## config.mk

```make
export PLATFORM = sky130hd
export DESIGN_NAME = instr_encoder
export DESIGN_NICKNAME = d
export VERILOG_FILES = /design/src/rtl/instr_encoder_pkg.sv /design/src/rtl/instr_format_pack.sv /design/src/rtl/instr_encoder.sv
export SDC_FILE = /design/constraint.sdc
export NUM_CORES = 1
export LEC_CHECK = 0
export ABC_AREA = 1
export CORE_MARGIN = 3
export CORE_UTILIZATION = 49
export CTS_CLUSTER_SIZE = 25
export DETAILED_ROUTE_END_ITERATION = 10
export GPL_ROUTABILITY_DRIVEN = 1
export PLACE_DENSITY_LB_ADDON = 0.1
export SYNTH_ARGS = -nofsm -noshare
export SYNTH_HDL_FRONTEND = slang
export SYNTH_HIERARCHICAL = 1
export SYNTH_SLANG_ARGS = --single-unit
```

## constraint.sdc

```tcl
create_clock -name clk -period 2.5 [get_ports clk]
set_input_delay 0.375 -clock clk [delete_from_list [all_inputs] [get_ports clk]]
set_output_delay 0.375 -clock clk [all_outputs]
set_load 0.1 [all_outputs]
```

## src/rtl/instr_encoder_pkg.sv

```systemverilog
// Shared core package for the RV32I encoder and the main decoder.
// Holds the instruction class codes, the nine base opcodes and the
// control-flag decode so that encoder and decoder stay in lockstep.
package instr_encoder_pkg;

    // Instruction class codes carried on in_class; 9..15 are illegal.
    typedef enum logic [3:0] {
        CLS_LW    = 4'd0,
        CLS_SW    = 4'd1,
        CLS_RTYPE = 4'd2,
        CLS_BR    = 4'd3,
        CLS_IALU  = 4'd4,
        CLS_JAL   = 4'd5,
        CLS_JALR  = 4'd6,
        CLS_LUI   = 4'd7,
        CLS_AUIPC = 4'd8
    } instr_class_e;

    localparam logic [6:0] OP_LOAD   = 7'b0000011;
    localparam logic [6:0] OP_STORE  = 7'b0100011;
    localparam logic [6:0] OP_RTYPE  = 7'b0110011;
    localparam logic [6:0] OP_BRANCH = 7'b1100011;
    localparam logic [6:0] OP_IALU   = 7'b0010011;
    localparam logic [6:0] OP_JAL    = 7'b1101111;
    localparam logic [6:0] OP_JALR   = 7'b1100111;
    localparam logic [6:0] OP_LUI    = 7'b0110111;
    localparam logic [6:0] OP_AUIPC  = 7'b0010111;

    // Main-decoder control flags derived from an opcode.
    typedef struct packed {
        logic regWrite;
        logic memWrite;
        logic branch;
        logic jump;
        logic jalr;
    } ctrl_t;

    // Opcode to control flags, as used by the main decoder.
    function automatic ctrl_t decodeControl(input logic [6:0] opcode);
        ctrl_t c;
        c = '0;
        case (opcode)
            OP_LOAD:   c.regWrite = 1'b1;
            OP_STORE:  c.memWrite = 1'b1;
            OP_RTYPE:  c.regWrite = 1'b1;
            OP_BRANCH: c.branch   = 1'b1;
            OP_IALU:   c.regWrite = 1'b1;
            OP_JAL:    begin c.regWrite = 1'b1; c.jump = 1'b1; end
            OP_JALR:   begin c.regWrite = 1'b1; c.jalr = 1'b1; end
            OP_LUI:    c.regWrite = 1'b1;
            OP_AUIPC:  c.regWrite = 1'b1;
            default:   c = '0;
        endcase
        return c;
    endfunction

endpackage

```

## src/rtl/instr_format_pack.sv

```systemverilog
// Combinational RV32I format packer.
// Ports:
//   cls     - instruction class code
//   rd/rs1/rs2, funct3, funct7 - register and function fields
//   imm     - signed immediate (byte units for branch/jal, unshifted for lui/auipc)
//   instr   - packed 32-bit instruction word
//   legal   - high when cls names one of the nine supported classes
module instr_format_pack
    import instr_encoder_pkg::*;
(
    input  logic [3:0]  cls,
    input  logic [4:0]  rd,
    input  logic [4:0]  rs1,
    input  logic [4:0]  rs2,
    input  logic [2:0]  funct3,
    input  logic [6:0]  funct7,
    input  logic [31:0] imm,
    output logic [31:0] instr,
    output logic        legal
);

    // One format per class; unused fields of each format are simply not
    // referenced. Shift-immediate ALU ops (funct3 001/101) carry funct7
    // in the top bits and a 5-bit shift amount.
    always_comb begin
        instr = '0;
        legal = 1'b1;
        case (cls)
            CLS_LW:    instr = {imm[11:0], rs1, 3'b010, rd, OP_LOAD};
            CLS_SW:    instr = {imm[11:5], rs2, rs1, 3'b010, imm[4:0], OP_STORE};
            CLS_RTYPE: instr = {funct7, rs2, rs1, funct3, rd, OP_RTYPE};
            CLS_BR:    instr = {imm[12], imm[10:5], rs2, rs1, funct3,
                                imm[4:1], imm[11], OP_BRANCH};
            CLS_IALU: begin
                if (funct3 == 3'b001 || funct3 == 3'b101)
                    instr = {funct7, imm[4:0], rs1, funct3, rd, OP_IALU};
                else
                    instr = {imm[11:0], rs1, funct3, rd, OP_IALU};
            end
            CLS_JAL:   instr = {imm[20], imm[10:1], imm[11], imm[19:12], rd, OP_JAL};
            CLS_JALR:  instr = {imm[11:0], rs1, 3'b000, rd, OP_JALR};
            CLS_LUI:   instr = {imm[31:12], rd, OP_LUI};
            CLS_AUIPC: instr = {imm[31:12], rd, OP_AUIPC};
            default:   legal = 1'b0;
        endcase
    end

endmodule

```

## src/rtl/instr_encoder.sv

```systemverilog
// Streaming RV32I instruction encoder feeding an instruction-memory
// write port through a one-entry valid/ready output register.
// Ports:
//   clk, reset         - clock, asynchronous active-high reset
//   in_valid/in_ready  - request handshake
//   in_class, in_rd, in_rs1, in_rs2, in_funct3, in_funct7, in_imm - request
//   out_valid/out_ready - emitted-word handshake
//   out_instr, out_addr - encoded word and its byte write address
//   err                - sticky illegal-class flag
//   count              - words emitted, saturating
module instr_encoder
    import instr_encoder_pkg::*;
#(
    parameter logic [31:0] BASE_ADDR = 32'h0000_0000,
    parameter int          DEPTH     = 256
) (
    input  logic        clk,
    input  logic        reset,
    input  logic        in_valid,
    output logic        in_ready,
    input  logic [3:0]  in_class,
    input  logic [4:0]  in_rd,
    input  logic [4:0]  in_rs1,
    input  logic [4:0]  in_rs2,
    input  logic [2:0]  in_funct3,
    input  logic [6:0]  in_funct7,
    input  logic [31:0] in_imm,
    output logic        out_valid,
    input  logic        out_ready,
    output logic [31:0] out_instr,
    output logic [31:0] out_addr,
    output logic        err,
    output logic [15:0] count
);

    localparam int IDX_W = $clog2(DEPTH);

    logic [IDX_W-1:0] wordIndex;
    logic [31:0]      packedWord;
    logic             packedLegal;
    logic             accept;
    logic             emit;

    instr_format_pack formatPack (
        .cls    (in_class),
        .rd     (in_rd),
        .rs1    (in_rs1),
        .rs2    (in_rs2),
        .funct3 (in_funct3),
        .funct7 (in_funct7),
        .imm    (in_imm),
        .instr  (packedWord),
        .legal  (packedLegal)
    );

    // The output register can take a new word when empty or when its
    // current word leaves this cycle, which gives one word per cycle.
    assign in_ready = !out_valid || out_ready;
    assign accept   = in_valid && in_ready;
    assign emit     = out_valid && out_ready;

    // The index always points at the held (or next) word, so the address
    // is a pure function of registered state.
    assign out_addr = BASE_ADDR + {{(30 - IDX_W){1'b0}}, wordIndex, 2'b00};

    // Handshake register, word index, sticky error and emitted-word count.
    // An accepted legal request overrides the clear from an emit so that
    // back-to-back words leave no bubble.
    always_ff @(posedge clk or posedge reset) begin
        if (reset) begin
            out_valid <= 1'b0;
            out_instr <= '0;
            wordIndex <= '0;
            err       <= 1'b0;
            count     <= '0;
        end else begin
            if (emit) begin
                wordIndex <= wordIndex + 1'b1;
                if (count != 16'hFFFF)
                    count <= count + 16'd1;
            end
            if (accept && packedLegal) begin
                out_valid <= 1'b1;
                out_instr <= packedWord;
            end else if (emit) begin
                out_valid <= 1'b0;
            end
            if (accept && !packedLegal)
                err <= 1'b1;
        end
    end

endmodule

```

==> metrics.txt <==
# TYPE chip_impl_metric gauge
chip_impl_metric{name="cp_data_arrival_time",unit="ns"} 2.20
chip_impl_metric{name="critical_path_required",unit="ns"} 2.74
chip_impl_metric{name="final_design_area_no_fill",unit="µm²"} 5298
chip_impl_metric{name="netlist_area",unit="µm²"} 3924
chip_impl_metric{name="clock.fmax",unit="GHz"} 0.5122
chip_impl_metric{name="area.growth.synth_to_final",unit="%"} 35.01
chip_impl_metric{name="routed_wl",unit="µm"} 10060
chip_impl_metric{name="num_rows",unit=""} 32
chip_impl_metric{name="diodes",unit=""} 0
chip_impl_metric{name="yosysWarnings",unit=""} 6
chip_impl_metric{name="hold_ws",unit="ns"} 0.4067
chip_impl_metric{name="routabilityCongestion",unit=""} 0.8657
chip_impl_metric{name="drive_above_1_share",unit="%"} 15.43
chip_impl_info{name="final_common_cell",value="sky130_fd_sc_hd__nand2_1"} 1
chip_impl_metric{name="postCtsResizedCells",unit=""} 0
chip_impl_info{name="synth_top_cells_by_area",value="sky130_fd_sc_hd__dfrtp_1 37%, sky130_fd_sc_hd__nand2_1 22%, sky130_fd_sc_hd__nand3_1 8.5%"} 1
chip_impl_info{name="synth.largest_area_cell",value="sky130_fd_sc_hd__dfrtp_1"} 1
chip_impl_info{name="r2r-end",value="count[2]"} 1
chip_impl_metric{name="finalCritPeriodShare",unit="%"} 78.10
chip_impl_metric{name="worst_path_largest_cell_delay",unit="ns"} 0.55
chip_impl_metric{name="slew_violations",unit=""} 0
chip_impl_metric{name="design.core.area",unit="µm²"} 7767
chip_impl_metric{name="nFillCells",unit=""} 741
chip_impl_metric{name="multi_input_combinational_cell_area",unit="µm²"} 2022
chip_impl_info{name="hold_path_class",value="input port to async pin"} 1
chip_impl_metric{name="initial_utilization",unit="%"} 50.52
chip_impl_metric{name="vias_in_the_first_global_route",unit=""} 3634
chip_impl_metric{name="detail_route.first_pass.iterations",unit=""} 4
chip_impl_metric{name="antenna_violating_nets_post_route",unit=""} 0
chip_impl_metric{name="period_needed",unit="ns"} 1.953
chip_impl_metric{name="design.final.nets",unit=""} 788
chip_impl_info{name="clock-root-buffer",value="sky130_fd_sc_hd__clkbuf_8"} 1
chip_impl_metric{name="detailed_place.area",unit="µm²"} 5079
chip_impl_metric{name="io_pins",unit=""} 148
chip_impl_metric{name="final_cells",unit=""} 828
chip_impl_metric{name="critical_path.max_fanout",unit=""} 65
chip_impl_metric{name="storage_cell_area",unit="µm²"} 1451
chip_impl_metric{name="die-area",unit="µm²"} 9117
chip_impl_info{name="worstSetupStartpointType",value="input port"} 1
chip_impl_metric{name="cts_max_path_buffers",unit=""} 2
chip_impl_metric{name="p_per_area",unit="nW/µm²"} 868.7
chip_impl_metric{name="die_w",unit="µm"} 95.49
chip_impl_info{name="rsz0062_at_grt",value="no"} 1
chip_impl_metric{name="cts_inserted_buffers",unit=""} 9
chip_impl_metric{name="yosys.area.top_type_share",unit="%"} 36.99
chip_impl_metric{name="cts.repair_timing.setup_buffer_count",unit=""} 0
chip_impl_metric{name="avg_synthesized_cell_area",unit="µm²"} 6.617
chip_impl_metric{name="io_buffer_count",unit=""} 123
chip_impl_metric{name="dpl.cell_count",unit=""} 812
chip_impl_info{name="endpoint_kind",value="flip-flop"} 1
chip_impl_info{name="most-common-layout-cells",value="231 x sky130_fd_sc_hd__nand2_1, 72 x sky130_fd_sc_hd__inv_1, 66 x sky130_fd_sc_hd__nand3_1"} 1
chip_impl_metric{name="timing.final.setup_violations",unit=""} 0
chip_impl_metric{name="first_pass_grt_wire_length",unit="µm"} 16100
chip_impl_metric{name="synth.ff_latch_count",unit=""} 58
chip_impl_metric{name="finalHoldViolations",unit=""} 0
chip_impl_info{name="run_status",value="finished, final reports clean"} 1
chip_impl_metric{name="via_count",unit=""} 3931
chip_impl_metric{name="seq_area_frac_synth",unit="%"} 36.99
chip_impl_metric{name="grt_use_total",unit="%"} 22.44
chip_impl_metric{name="leakage",unit="nW"} 2.832
chip_impl_info{name="reg2reg_from",value="count[0]"} 1
chip_impl_metric{name="cts-htree-levels",unit=""} 3
chip_impl_metric{name="worst_setup_hold_path_clk_slew",unit="ns"} 0.07
chip_impl_metric{name="max-cap-violations",unit=""} 0
chip_impl_info{name="critPathSlowestCell",value="sky130_fd_sc_hd__clkdlybuf4s50_1"} 1
chip_impl_metric{name="worst_skew_pair.late_latency",unit="ns"} 0.34
chip_impl_metric{name="largest_net_degree_at_the_start_of_global_routing",unit=""} 66
chip_impl_metric{name="r2r_cells",unit=""} 8
chip_impl_metric{name="cts_sinks",unit=""} 58
chip_impl_metric{name="synth_cell_types",unit=""} 28
chip_impl_metric{name="minimum_setup_slack_among_reg_to_reg_paths",unit="ns"} 0.86
chip_impl_metric{name="initialDrtViolationCount",unit=""} 136
chip_impl_info{name="clock_tree_from_tritoncts",value="done"} 1
chip_impl_metric{name="setup_tns",unit="ns"} 0
chip_impl_metric{name="grt_antenna_before_repair",unit=""} 0
chip_impl_metric{name="total_power",unit="mW"} 4.602
chip_impl_metric{name="synthesis.instances",unit=""} 593
chip_impl_metric{name="post_drt_via_cell_ratio",unit=""} 4.748
chip_impl_metric{name="dieHeight",unit="µm"} 95.49
chip_impl_metric{name="avgRoutedWirePerCell",unit="µm"} 12.15
chip_impl_info{name="startpoint_to_endpoint_class_of_the_critical_path",value="input port to flip-flop"} 1
chip_impl_metric{name="peak_supply_drop",unit="V"} 0.0005426
chip_impl_metric{name="grt_overflow",unit=""} 0
chip_impl_metric{name="final.setup_skew",unit="ns"} 0.01332
chip_impl_info{name="timing.critical_path.cells",value="clkdlybuf4s50_1 > inv_1 > nand2_1 > nor2_4 > inv_2 > nand2_2 > inv_2 > nand4_1 > nand3_2 > buf_12 > nand2_1 > o21ai_0"} 1
chip_impl_metric{name="dp_hpwl",unit="µm"} 7966
chip_impl_metric{name="ctsHoldBuffers",unit=""} 0
chip_impl_metric{name="drc",unit=""} 0
cell usage after synthesis (all sizes together):
cell,number
nand2,239
nand3,67
dfrtp,58
buf,35
inv,77
nor3,1
a21oi,1
o21bai,1
nand4,9
o21ai,44
clkbuf,3
nand3b,1
ha,2
xnor2,2
conb,1
xor2,8
nor2,44
kinds of logic after synthesis:
family	Yosys count	synth area share, %
XOR/XNOR	10	2.232
buffers and inverters	115	13.87
flip-flops	58	36.99
other	1	0.09557
AND/OR/NAND/NOR	361	39.96
AO/OA/AOI/OAI	46	6.218
adder cells (fa/ha/maj)	2	0.6377
report_power, final:
| group | leakage (nW) | internal [mW] | switching [mW] | total, mW |
|---|---|---|---|---|
| Clock | 0.109 | 0.585 | 0.383 | 0.969 |
| Combinational | 1.97 | 0.482 | 1.88 | 2.36 |
| Sequential | 0.755 | 1.11 | 0.159 | 1.27 |
| Total | 2.83 | 2.18 | 2.42 | 4.60 |
registers in the layout, indices dropped and copies added, names as in the netlist:
register   count
count         16
wordIndex      8
out_instr     32
out_valid      1
err            1
cell type report:
cell class,instances,area share [%]
inverter,77,5.456
sequential,58,27.40
multi-input combinational,443,38.17
timing repair buffer,132,22.44
tap,102,2.409
clock buffer,11,2.669
clock inverter,5,1.464
routing by layer:
metal  up-vias  track usage (%)  wire, µm  part of all wire [%]
met1      1762            26.05      4088                    41
li1       2043                -         -                     -
met3        18            4.262       599                   6.0
met4         0            9.360       238                   2.4
met5         -                0         0                     0
met2       108            40.23      5133                    51
worst max-delay path by stage:
stage	startpoint	end	slack [ns]	depth (start not counted)
floorplan	out_valid	out_instr[10]	0.13	5
global placement	in_class[0]	out_instr[31]	0.23	11
detailed placement	in_class[3]	out_instr[4]	0.21	12
CTS	in_class[3]	out_instr[4]	0.55	12
global route	in_class[0]	out_instr[5]	0.40	11
finish	in_class[3]	out_instr[5]	0.55	12
metrics by stage:
| stage | util [%] | setup slack [ns] |
|---|---|---|
| floorplan | - | 0.1322 |
| global placement | 65.38 | 0.2328 |
| detailed placement | 65.38 | 0.2062 |
| CTS | 68.20 | 0.5529 |
| global route | 68.20 | 0.3998 |
| finish | 68.20 | 0.5475 |
critical path, delay by kind of cell:
| kind | cells | cell delay, ns |
|---|---|---|
| AOI/OAI and AO/OA | 1 | 0.09 |
| and+or+nand+nor | 6 | 0.68 |
| buffers and inverters | 5 | 1.04 |
No activity file was read; power rests on OpenSTA's default activity.
